===== config.mk =====
export PLATFORM = sky130hd
export DESIGN_NAME = ds_rx_downconverter
export DESIGN_NICKNAME = d
export VERILOG_FILES = /design/src/rtl/rx_pkg.sv /design/src/rtl/cic_decim3.sv /design/src/rtl/ds_rx_downconverter.sv
export SDC_FILE = /design/constraint.sdc
export NUM_CORES = 1
export LEC_CHECK = 0
export ABC_AREA = 1
export BUFFER_PORTS_ARGS = -buffer_cell sky130_fd_sc_hd__buf_2
export CORE_AREA = 5 5 220 222
export DETAILED_ROUTE_END_ITERATION = 10
export DIE_AREA = 0 0 225 227
export PLACE_DENSITY = 0.91
export SLEW_MARGIN = 20
export SYNTH_ARGS = -nofsm -noshare
export SYNTH_HDL_FRONTEND = slang
export SYNTH_SLANG_ARGS = --single-unit

===== constraint.sdc =====
create_clock -name clk -period 36.1 [get_ports clk]
set_input_delay 7.22 -clock clk [delete_from_list [all_inputs] [get_ports clk]]
set_output_delay 7.22 -clock clk [all_outputs]
set_load 0.05 [all_outputs]

===== src/rtl/rx_pkg.sv =====
// Shared definitions for the delta-sigma receive downconverter: widths,
// FSM state encoding, decimation-ratio decoding and saturation helpers.
package rx_pkg;

    localparam int PHASE_W   = 30;
    localparam int CIC_W     = 26;
    localparam int OUT_W     = 16;
    localparam int CIC_ORDER = 3;
    localparam int CNT_W     = 8;
    localparam int SHIFT_W   = 4;
    localparam int DC_W      = 24;

    // Index of the last discarded decimation tick while the CIC settles.
    localparam logic [1:0] SETTLE_LAST = 2'(CIC_ORDER - 1);

    typedef enum logic [1:0] {
        IDLE   = 2'd0,
        SETTLE = 2'd1,
        RUN    = 2'd2
    } rx_state_t;

    // Decimation ratio minus one, used as the terminal count of the block counter.
    function automatic logic [CNT_W-1:0] osr_to_rm1(input logic [1:0] lvl);
        case (lvl)
            2'd0:    return 8'd31;
            2'd1:    return 8'd63;
            2'd2:    return 8'd127;
            2'd3:    return 8'd255;
            default: return 8'd31;
        endcase
    endfunction

    // Right shift that maps full-scale R^3 onto the 16-bit output range.
    function automatic logic [SHIFT_W-1:0] osr_to_shift(input logic [1:0] lvl);
        case (lvl)
            2'd0:    return 4'd0;
            2'd1:    return 4'd3;
            2'd2:    return 4'd6;
            2'd3:    return 4'd9;
            default: return 4'd0;
        endcase
    endfunction

    // Clamp a wide two's-complement value into the 16-bit signed output range.
    function automatic logic [OUT_W-1:0] sat_out(input logic signed [CIC_W-1:0] v);
        if (v > 26'sd32767) begin
            return 16'h7FFF;
        end else if (v < -26'sd32768) begin
            return 16'h8000;
        end else begin
            return v[OUT_W-1:0];
        end
    endfunction

    // Flag that sat_out would clamp this value.
    function automatic logic is_sat_out(input logic signed [CIC_W-1:0] v);
        return (v > 26'sd32767) || (v < -26'sd32768);
    endfunction

    // Clamp a wide value into the 24-bit DC-removal state range.
    function automatic logic [DC_W-1:0] sat_dc(input logic signed [CIC_W-1:0] v);
        if (v > 26'sd8388607) begin
            return 24'h7FFFFF;
        end else if (v < -26'sd8388608) begin
            return 24'h800000;
        end else begin
            return v[DC_W-1:0];
        end
    endfunction

    // One step of y[n] = x[n] - x[n-1] + y[n-1] - (y[n-1] >>> 8), saturated to 24 bits.
    function automatic logic [DC_W-1:0] dc_next(input logic [OUT_W-1:0] x,
                                                input logic [OUT_W-1:0] x1,
                                                input logic [DC_W-1:0]  y1);
        logic signed [CIC_W-1:0] acc;
        acc = {{10{x[15]}}, x} - {{10{x1[15]}}, x1}
            + {{2{y1[23]}}, y1} - {{10{y1[23]}}, y1[23:8]};
        return sat_dc(acc);
    endfunction

endpackage


===== src/rtl/cic_decim3.sv =====
// Single-channel 3rd-order CIC decimator (differential delay 1) fed with a
// +/-1 sample. Integrators run every enabled cycle and wrap modulo 2^26;
// the comb chain, scaling and saturation are evaluated combinationally on
// the decimation tick so the caller can register the result on that edge.
module cic_decim3
    import rx_pkg::*;
(
    input  logic               clk,
    input  logic               reset_n,
    input  logic               clr,
    input  logic               en,
    input  logic               sample_pos,
    input  logic               tick,
    input  logic [SHIFT_W-1:0] shift,
    output logic [OUT_W-1:0]   value,
    output logic               sat
);

    logic signed [CIC_W-1:0] int1_r, int2_r, int3_r;
    logic signed [CIC_W-1:0] dly1_r, dly2_r, dly3_r;
    logic signed [CIC_W-1:0] x_s, int1_n_s, int2_n_s, int3_n_s;
    logic signed [CIC_W-1:0] comb1_s, comb2_s, comb3_s, scaled_s;

    // Integrator update including the current sample, then comb, scale and clamp.
    always_comb begin
        x_s      = 26'sd1;
        if (sample_pos) begin
            x_s = 26'sd1;
        end else begin
            x_s = -26'sd1;
        end
        int1_n_s = int1_r + x_s;
        int2_n_s = int2_r + int1_n_s;
        int3_n_s = int3_r + int2_n_s;
        comb1_s  = int3_n_s - dly1_r;
        comb2_s  = comb1_s - dly2_r;
        comb3_s  = comb2_s - dly3_r;
        scaled_s = comb3_s >>> shift;
        value    = sat_out(scaled_s);
        sat      = is_sat_out(scaled_s);
    end

    // Integrator and comb-delay registers; cleared by reset or a new reception.
    always_ff @(posedge clk) begin
        if (!reset_n || clr) begin
            int1_r <= 26'sd0;
            int2_r <= 26'sd0;
            int3_r <= 26'sd0;
            dly1_r <= 26'sd0;
            dly2_r <= 26'sd0;
            dly3_r <= 26'sd0;
        end else if (en) begin
            int1_r <= int1_n_s;
            int2_r <= int2_n_s;
            int3_r <= int3_n_s;
            if (tick) begin
                dly1_r <= int3_n_s;
                dly2_r <= comb1_s;
                dly3_r <= comb2_s;
            end
        end
    end

endmodule


===== src/rtl/ds_rx_downconverter.sv =====
// Delta-sigma receive downconverter: square-wave quadrature NCO, +/-1 mixer,
// two CIC decimators and the IDLE/SETTLE/RUN control sequence.
// Optional feature macro: RX_DC_BLOCK_EN adds a first-order DC-removal
// filter per channel on the emitted samples.
module ds_rx_downconverter
    import rx_pkg::*;
(
    input  logic               clk,
    input  logic               reset_n,
    input  logic [PHASE_W-1:0] f_c,
    input  logic [1:0]         osr_level,
    input  logic               start,
    input  logic               stop,
    input  logic               ds_in,
    output logic               active,
    output logic               sample_valid,
    output logic [OUT_W-1:0]   i_out,
    output logic [OUT_W-1:0]   q_out,
    output logic               overflow
);

    rx_state_t          state_r, state_n_s;
    logic [PHASE_W-1:0] f_c_r, phase_r;
    logic [CNT_W-1:0]   rm1_r, cnt_r;
    logic [SHIFT_W-1:0] shift_r;
    logic [1:0]         settle_cnt_r;
    logic               stop_pend_r;

    logic               run_s, tick_s, clr_s, stop_hit_s, emit_s;
    logic [1:0]         quad_s;
    logic               mix_i_pos_s, mix_q_pos_s;
    logic [OUT_W-1:0]   cic_i_s, cic_q_s, out_i_s, out_q_s;
    logic               sat_i_s, sat_q_s, sat_any_s;

    // Control strobes derived from the current state and block counter.
    always_comb begin
        run_s      = (state_r != IDLE);
        tick_s     = run_s && (cnt_r == rm1_r);
        clr_s      = (state_r == IDLE) && start;
        stop_hit_s = tick_s && (stop || stop_pend_r);
        emit_s     = tick_s && (state_r == RUN);
    end

    // Square-wave LO from the NCO quadrant; mixing two +/-1 values is an XNOR.
    always_comb begin
        quad_s      = phase_r[PHASE_W-1 -: 2];
        mix_i_pos_s = ~(ds_in ^ ~(quad_s[1] ^ quad_s[0]));
        mix_q_pos_s = ~(ds_in ^ ~quad_s[1]);
    end

    // Next-state logic: three ticks to settle, any tick after a stop ends reception.
    always_comb begin
        state_n_s = state_r;
        case (state_r)
            IDLE: begin
                if (start) begin
                    state_n_s = SETTLE;
                end else begin
                    state_n_s = IDLE;
                end
            end
            SETTLE: begin
                if (stop_hit_s) begin
                    state_n_s = IDLE;
                end else if (tick_s && (settle_cnt_r == SETTLE_LAST)) begin
                    state_n_s = RUN;
                end else begin
                    state_n_s = SETTLE;
                end
            end
            RUN: begin
                if (stop_hit_s) begin
                    state_n_s = IDLE;
                end else begin
                    state_n_s = RUN;
                end
            end
            default: state_n_s = IDLE;
        endcase
    end

    // State register.
    always_ff @(posedge clk) begin
        if (!reset_n) begin
            state_r <= IDLE;
        end else begin
            state_r <= state_n_s;
        end
    end

    // Configuration latch, NCO phase, block counter, settle counter and stop request.
    always_ff @(posedge clk) begin
        if (!reset_n) begin
            f_c_r        <= 30'd0;
            rm1_r        <= 8'd31;
            shift_r      <= 4'd0;
            phase_r      <= 30'd0;
            cnt_r        <= 8'd0;
            settle_cnt_r <= 2'd0;
            stop_pend_r  <= 1'b0;
        end else if (clr_s) begin
            f_c_r        <= f_c;
            rm1_r        <= osr_to_rm1(osr_level);
            shift_r      <= osr_to_shift(osr_level);
            phase_r      <= 30'd0;
            cnt_r        <= 8'd0;
            settle_cnt_r <= 2'd0;
            stop_pend_r  <= 1'b0;
        end else if (run_s) begin
            phase_r <= phase_r + f_c_r;
            if (tick_s) begin
                cnt_r <= 8'd0;
            end else begin
                cnt_r <= cnt_r + 8'd1;
            end
            if (tick_s && (state_r == SETTLE)) begin
                settle_cnt_r <= settle_cnt_r + 2'd1;
            end
            if (stop_hit_s) begin
                stop_pend_r <= 1'b0;
            end else if (stop) begin
                stop_pend_r <= 1'b1;
            end
        end
    end

    cic_decim3 u_cic_i (
        .clk        (clk),
        .reset_n    (reset_n),
        .clr        (clr_s),
        .en         (run_s),
        .sample_pos (mix_i_pos_s),
        .tick       (tick_s),
        .shift      (shift_r),
        .value      (cic_i_s),
        .sat        (sat_i_s)
    );

    cic_decim3 u_cic_q (
        .clk        (clk),
        .reset_n    (reset_n),
        .clr        (clr_s),
        .en         (run_s),
        .sample_pos (mix_q_pos_s),
        .tick       (tick_s),
        .shift      (shift_r),
        .value      (cic_q_s),
        .sat        (sat_q_s)
    );

`ifdef RX_DC_BLOCK_EN
    logic [OUT_W-1:0] x1_i_r, x1_q_r;
    logic [DC_W-1:0]  y1_i_r, y1_q_r, y_i_s, y_q_s;

    // DC-removal step on the tick, feeding the output register in the same cycle.
    always_comb begin
        y_i_s     = dc_next(cic_i_s, x1_i_r, y1_i_r);
        y_q_s     = dc_next(cic_q_s, x1_q_r, y1_q_r);
        out_i_s   = sat_out({{2{y_i_s[23]}}, y_i_s});
        out_q_s   = sat_out({{2{y_q_s[23]}}, y_q_s});
        sat_any_s = sat_i_s || sat_q_s
                 || is_sat_out({{2{y_i_s[23]}}, y_i_s})
                 || is_sat_out({{2{y_q_s[23]}}, y_q_s});
    end

    // DC filter history, advanced only on emitted samples.
    always_ff @(posedge clk) begin
        if (!reset_n || clr_s) begin
            x1_i_r <= 16'd0;
            x1_q_r <= 16'd0;
            y1_i_r <= 24'd0;
            y1_q_r <= 24'd0;
        end else if (emit_s) begin
            x1_i_r <= cic_i_s;
            x1_q_r <= cic_q_s;
            y1_i_r <= y_i_s;
            y1_q_r <= y_q_s;
        end
    end
`else
    // Scaled CIC outputs go straight to the output register.
    always_comb begin
        out_i_s   = cic_i_s;
        out_q_s   = cic_q_s;
        sat_any_s = sat_i_s || sat_q_s;
    end
`endif

    // Registered outputs: status, valid strobe, held samples and sticky overflow.
    always_ff @(posedge clk) begin
        if (!reset_n) begin
            active       <= 1'b0;
            sample_valid <= 1'b0;
            i_out        <= 16'd0;
            q_out        <= 16'd0;
            overflow     <= 1'b0;
        end else begin
            active       <= (state_n_s != IDLE);
            sample_valid <= emit_s;
            if (emit_s) begin
                i_out <= out_i_s;
                q_out <= out_q_s;
            end
            if (clr_s) begin
                overflow <= 1'b0;
            end else if (emit_s && sat_any_s) begin
                overflow <= 1'b1;
            end
        end
    end

endmodule


==> results of run 1 <==
==> worst paths after layout <==
path                     from  endpoint  slack (ps)  depth (start not counted)
hold reg to reg      q_out[2]  q_out[2]         460                          2
setup / recovery        ds_in  i_out[6]       19100                         65
hold / removal       q_out[2]  q_out[2]         460                          2
setup reg to reg  phase_r[29]  i_out[6]       25530                         64
==> metrics by stage <==
stage / area, µm² / std cells / hold slack [ps] / utilization / setup WS, ps
detailed placement: 32400 / 5178 / 453 / 0.702 / 18650
global route: 34000 / 5261 / 484 / 0.736 / 17970
CTS: 34000 / 5261 / 462 / 0.736 / 19220
finish: 34000 / 5261 / 461 / 0.736 / 19100
floorplan: 31800 / 4636 / 422 / - / 19530
global placement: 32400 / 5178 / 435 / 0.702 / 19030
==> synth_stat cells (all sizes together) <==
library cell / n / area share
a211o: 1 / 0.00028
a211oi: 12 / 0.0028
a21boi: 6 / 0.0014
a21o: 17 / 0.0040
a21oi: 382 / 0.062
a221oi: 5 / 0.0014
a22o: 28 / 0.0077
a31o: 1 / 0.00028
a31oi: 26 / 0.0051
a41oi: 1 / 0.00028
and3: 1 / 0.00020
buf: 35 / 0.0071
clkbuf: 119 / 0.014
clkinv: 5 / 0.00059
dfxtp: 426 / 0.27
dlygate4sd3: 1 / 0.00031
fa: 13 / 0.0082
ha: 335 / 0.13
inv: 625 / 0.074
mux2i: 8 / 0.0025
nand2: 914 / 0.11
nand3: 273 / 0.046
nand3b: 2 / 0.00047
nand4: 15 / 0.0033
nor2: 444 / 0.053
nor3: 23 / 0.0036
nor3b: 1 / 0.00024
nor4: 6 / 0.0012
o211ai: 41 / 0.010
o21a: 4 / 0.00094
o21ai: 492 / 0.078
o21bai: 21 / 0.0050
o221ai: 5 / 0.0014
o22ai: 31 / 0.0061
o31ai: 4 / 0.00094
o32ai: 1 / 0.00028
or2: 12 / 0.0024
xnor2: 64 / 0.018
xor2: 236 / 0.065
==> tightest hold or removal path, stage by stage (launching register included) <==
cell and delay, ps:
dfxtp_1 300, nand2_1 60, a21oi_1 50
==> kinds of logic after synthesis <==
family                     after synthesis  share of synthesized area
and+or+nand+nor                       1691                      0.222
AOI/OAI and AO/OA                     1078                      0.188
buffers and inverters                  785                     0.0962
DFF                                    426                      0.268
adders and majority gates              348                      0.140
xor gates and xnor gates               300                     0.0827
muxes                                    8                    0.00252
==> routing by layer <==
metal | global-route usage | vias up | wire [µm]
met4 | 0.0878 | 0 | 1820
li1 | - | 15200 | -
met2 | 0.489 | 704 | 33500
met3 | 0.0342 | 150 | 3490
met1 | 0.351 | 13400 | 32300
met5 | 0 | - | 0
==> sequential cells by signal, indices dropped and copies added (netlist names), 8 cells and up <==
| name | cells |
|---|---|
| u_cic_i.int2_r | 26 |
| u_cic_q.dly3_r | 26 |
| u_cic_i.dly2_r | 26 |
| u_cic_q.int2_r | 26 |
| q_out | 16 |
| u_cic_i.dly3_r | 26 |
| u_cic_q.dly2_r | 26 |
| u_cic_i.int1_r | 26 |
| u_cic_q.int3_r | 26 |
| u_cic_i.dly1_r | 26 |
| phase_r | 30 |
| f_c_r | 30 |
| u_cic_i.int3_r | 26 |
| cnt_r | 8 |
| i_out | 16 |
| u_cic_q.dly1_r | 26 |
| u_cic_q.int1_r | 26 |
==> final cells by class <==
cell class / count / area (µm²)
clock inverter: 19 / 214
fill: 3415 / 12200
multi-input combinational: 3425 / 20200
timing repair buffer: 90 / 510
tap: 607 / 759
inverter: 630 / 2370
sequential: 426 / 8530
clock buffer: 64 / 1350
==> summary.md, run 1 <==
| Metric | Value |
|---|---|
| Slowest stage delay, CP | 470 ps |
| Post-Synthesis Cells | 4636 |
| Slew Limit Fails | 0 |
| Avg Cell Area, Syn | 6.86 µm² |
| TritonCTS clock tree | built |
| Largest net degree at the start of global routing | 178 |
| Worst Path Buf+Inv | 11 |
| Bufs on Longest Clock Path | 3 |
| Max Fclk | 58.8 MHz |
| Die width | 225 µm |
| Max Clock Skew | 20.7 ps |
| Clk slew on worst S/H paths | 60 ps |
| Status | completed |
| Die height | 227 µm |
| Final setup vio count | 0 |
| Clock root buffer | clkbuf_16 |
| Number of remaining DRC errors | 0 |
| GP Congestion | 0.914 |
| Final wirelength | 71100 µm |
| Die area | 51100 µm² |
| Syn_nets | 5021 |
| Core area | 46200 µm² |
| Ant diodes | 0 |
| Mapped Area | 31800 µm² |
| Initial Util | 0.689 |
| Rows | 79 |
| Commonest non-fill, non-tap cell in the layout | nand2_1 |
| Sequential-to-total area share from yosys stat | 0.268 |
| Post-synth cell types | 59 |
| Final nets | 5005 |
| DP HPWL | 49800 µm |
| Most frequent cells in the layout | nand2_1 (879), inv_1 (607), o21ai_0 (475) |
| Worst-Margin Slew | 1120 ps |
| RSZ-0062 raised after global routing | false |
| Setup crit start kind | input pin |
| WS Path Type | in -> reg |
| Resized cells post-CTS | 0 |
| Vias | 29500 |
| CP delay by family, top | simple AND/OR/NAND/NOR gates |
| Worst slew margin | 0.251 |
| Drt initial violations | 1863 |
| Worst Path Max Fanout | 27 |
| Max Cap Violations | 0 |
| Via density | 5.60 |
| 1st-pass router iterations | 6 |
| Post-route setup TNS | 0 ps |
| CTS buffer count | 47 |
| Port Buffers | 71 |
| Vias in the first global route | 28100 |
| Total track usage | 0.276 |
| Cts hold-fix bufs | 0 |
| H-tree depth | 2 |
| Area Overhead vs Synth | 6.89% |
| Final Hold Fails | 0 |
| Share of layout cells above drive strength 1 | 0.0612 |
| Wire per inst | 13.5 µm |
| GRT overflow | 0 |
| Antenna violations before repair | 0 |
| CP max stage cell | a21oi_4 |
| Warnings from Yosys | 0 |
| Register bit count reported by yosys | 426 |
| Worst Hold Class | reg -> reg |
| First-pass GRT wire length | 124000 µm |
| Antenna Nets Post-Route | 0 |
| Fin crit share | 0.471 |
| Post-route minimum period | 17000 ps |
| I/O pin total | 72 |
| Critical Path AT | 17440 ps |
| Worst Setup End Kind | register |
| Clock sinks | 426 |
| Postcts setup bufs | 0 |
| Clock latency on the worst-skew pair | 590 ps |
| CP required | 36540 ps |
| CP dominant cell by count | nand2_1 |
Power of run 1 is not shown: default switching activity piles up to over one toggle a cycle in this logic, so the estimate is an artifact.
==> run 2, diff against run 1 <==
--- a/config.mk
+++ b/config.mk
@@ -5,12 +5,12 @@
 export SDC_FILE = /design/constraint.sdc
 export NUM_CORES = 1
 export LEC_CHECK = 0
-export ABC_AREA = 1
+export ABC_AREA = 0
 export BUFFER_PORTS_ARGS = -buffer_cell sky130_fd_sc_hd__buf_2
-export CORE_AREA = 5 5 220 222
+export CORE_AREA = 5 5 240 242
 export DETAILED_ROUTE_END_ITERATION = 10
-export DIE_AREA = 0 0 225 227
-export PLACE_DENSITY = 0.91
+export DIE_AREA = 0 0 245 247
+export PLACE_DENSITY = 0.81
 export SLEW_MARGIN = 20
 export SYNTH_ARGS = -nofsm -noshare
 export SYNTH_HDL_FRONTEND = slang
==> constraint.sdc (replaced) <==
create_clock -name clk -period 13.75 [get_ports clk]
set_input_delay 2.75 -clock clk [delete_from_list [all_inputs] [get_ports clk]]
set_output_delay 2.75 -clock clk [all_outputs]
set_load 0.05 [all_outputs]
==> run 2 against run 1 <==
Sequential cell count is the same. Sequential share of layout area shrank 0.70 points. Hold slack lost 11 ps. Register-to-register slack lost 23000 ps.
==> summary.md, run 2 <==
| Metric | Value |
|---|---|
| Syn_nets | 4473 (-11%) |
| Clock sinks | 426 (unchanged) |
| CTS buffer count | 48 (+2.1%) |
| Worst Path Max Fanout | 9 (-67%) |
| Ys async rst share | 0 (unchanged) |
| H-tree depth | 2 (unchanged) |
| Register bit count reported by yosys | 426 (unchanged) |
| Final setup vio count | 0 (unchanged) |
| CP max stage cell | or4b_1 |
| Post-Synthesis Cells | 4088 (-12%) |
| Wire per inst | 14.6 µm (+8.2%) |
| Max Cap Violations | 0 (unchanged) |
| Total track usage | 0.227 (-0.0484) |
| Die width | 245 µm (+8.9%) |
| CP dominant cell by count | ha_1 |
| Largest net degree at the start of global routing | 116 (-35%) |
| Critical Path AT | 13700 ps (-3740 ps) |
| Most numerous cell in the Yosys netlist | nand2_1 |
| Synth area leaders | dfxtp_1 (27%), ha_1 (13%), nand2_1 (6.9%), a21oi_1 (6.6%), xnor2_1 (5.4%) |
| Clk slew on worst S/H paths | 60 ps (about the same) |
| Warnings from Yosys | 0 (unchanged) |
| CP required | 14230 ps (-22310 ps) |
| WS Path Type | in -> reg |
| Status | completed |
| Clock latency on the worst-skew pair | 590 ps (about the same) |
| Port Buffers | 71 (unchanged) |
| Commonest non-fill, non-tap cell in the layout | nand2_1 |
| Top cells by count, synth | nand2_1 (579), dfxtp_1 (426), a21oi_1 (414) |
| Final nets | 4542 (-9.3%) |
| GRT overflow | 0 (unchanged) |
| Mapped Area | 31600 µm² (-0.59%) |
| Worst slew margin | 0.251 (about the same) |
| First-pass GRT wire length | 121000 µm (-2.6%) |
| Post-route setup TNS | 0 ps (unchanged) |
| Post-route cell area | 35000 µm² (+2.9%) |
| Worst hold path cell count | 2 (unchanged) |
| Bufs on Longest Clock Path | 3 (unchanged) |
| Post-route minimum period | 13220 ps |
| Via density | 5.72 (+2.2%) |
| Max Fclk | 75.6 MHz |
| Most frequent cells in the layout | nand2_1 (577), dfxtp_1 (426), a21oi_1 (404) |
| Largest area contributor in the synthesized netlist | dfxtp_1 |
| Final Hold Fails | 0 (unchanged) |
| Ant diodes | 0 (unchanged) |
| Post-synth cell types | 97 (+64%) |
| Worst Hold Class | reg -> reg |
| Setup crit start kind | input pin |
| Area Overhead vs Synth | 10.6% |
| Max Clock Skew | 18.2 ps (-2.49 ps) |
| Top Registers | f_c_r (30), phase_r (30) |
| I/O pin total | 72 (unchanged) |
| Slew Limit Fails | 0 (unchanged) |
| Number of flops mapped to enable cells by yosys | 0 (unchanged) |
| Share of layout cells above drive strength 1 | 0.0933 (+0.0321) |
| Sequential-to-total area share from yosys stat | 0.270 (+0.00160) |
| Avg Cell Area, Syn | 7.73 µm² (+13%) |
| Fin crit share | 0.962 |
| Predominant post-synthesis flop cell | dfxtp_1 |
| Initial Util | 0.576 (-0.113) |
| Slowest stage delay, CP | 500 ps (+30 ps) |
| TritonCTS clock tree | built |
| Rows | 86 (+8.9%) |
| GP Congestion | 0.873 (-4.5%) |
| Drt initial violations | 1697 (-8.9%) |
| Yosys top cell area share | 0.270 (+0.00160) |
| Die area | 60500 µm² (+18%) |
| Antenna Nets Post-Route | 0 (unchanged) |
| DP HPWL | 51200 µm (+2.8%) |
| Vias in the first global route | 26400 (-6.2%) |
| Vias | 28000 (-5.0%) |
| Antenna violations before repair | 2 (+2) |
| Placed Area | 33100 µm² (+2.0%) |
| Number of remaining DRC errors | 0 (unchanged) |
| Final wirelength | 71600 µm (+0.69%) |
| Core area | 54900 µm² (+19%) |
| Clock root buffer | clkbuf_16 |
| Cells on worst reg2reg path | 50 (-22%) |
| Worst Setup End Kind | register |
| Die height | 247 µm (+8.8%) |
| 1st-pass router iterations | 5 (-1) |
| Worst-Margin Slew | 1120 ps (+0.275 ps) |
run 2: changes by cell type in the layout (fill, tap and decap cells not counted), moves of 110 or more:
cell / delta
inv_1: -317
nor2_1: -110
xor2_1: -147
xnor2_1: +126
nand3_1: -193
o21ai_0: -208
nand2_1: -302
run 2: path summary, 6_finish.rpt:
kind	from	end	slack, ps
worst max-delay path	ds_in	i_out[1]	530
worst min register to register	q_out[13]	q_out[13]	450
worst max register to register	phase_r[29]	i_out[1]	2430
worst min-delay path	q_out[13]	q_out[13]	450
run 2: cell families (layout without fill, tap and decap cells):
family / after synthesis / in the layout / share of synthesized area
multiplexers: 84 / 84 / 0.0312
AO/OA/AOI/OAI: 1225 / 1225 / 0.245
AND/OR/NAND/NOR: 1260 / 1260 / 0.175
adder cells (fa/ha/maj): 348 / 348 / 0.141
buffers and inverters: 453 / 555 / 0.0544
XOR/XNOR: 292 / 292 / 0.0837
flip-flops: 426 / 426 / 0.270
run 2: layout make-up:
class / count / area [µm²]
clock buffer: 69 / 1410
clock inverter: 14 / 126
fill: 4606 / 19900
inverter: 296 / 1110
multi-input combinational: 3209 / 21700
sequential: 426 / 8530
tap: 704 / 881
timing repair buffer: 176 / 1160
run 2: repair_timing:
item / in CTS / in global routing
endpoints found under the setup margin: 0 / 31
setup buffers: 0 / 8
hold endpoints to repair: 0 / 0
resized for setup: 0 / 79
hold buffers: 0 / 0
run 2: worst max-delay path: cells and delay by family:
family | cells | cell delay (ps)
fa+ha+maj | 6 | 2000
buf+inv | 4 | 540
xor+xnor | 7 | 1370
mux | 1 | 490
compound gates | 21 | 4470
simple gates | 12 | 2060
run 2: metal layers:
layer / wire [µm] / track usage
met5: 34 / 0
met4: 1590 / 0.0668
met3: 3230 / 0.0297
met2: 32500 / 0.390
met1: 34300 / 0.300
run 2: metrics by stage:
step            util  instances  setup WS [ps]  hold WS, ps
4_1_cts        0.631       4886            281          449
6_report       0.637       4894            526          450
3_5_place_dp   0.603       4803           -308          441
3_3_place_gp   0.603       4803           1.66          433
5_1_grt        0.637       4894           -114          466
2_1_floorplan      -       4088           27.0          427
Power of run 2 is left out for the same reason.
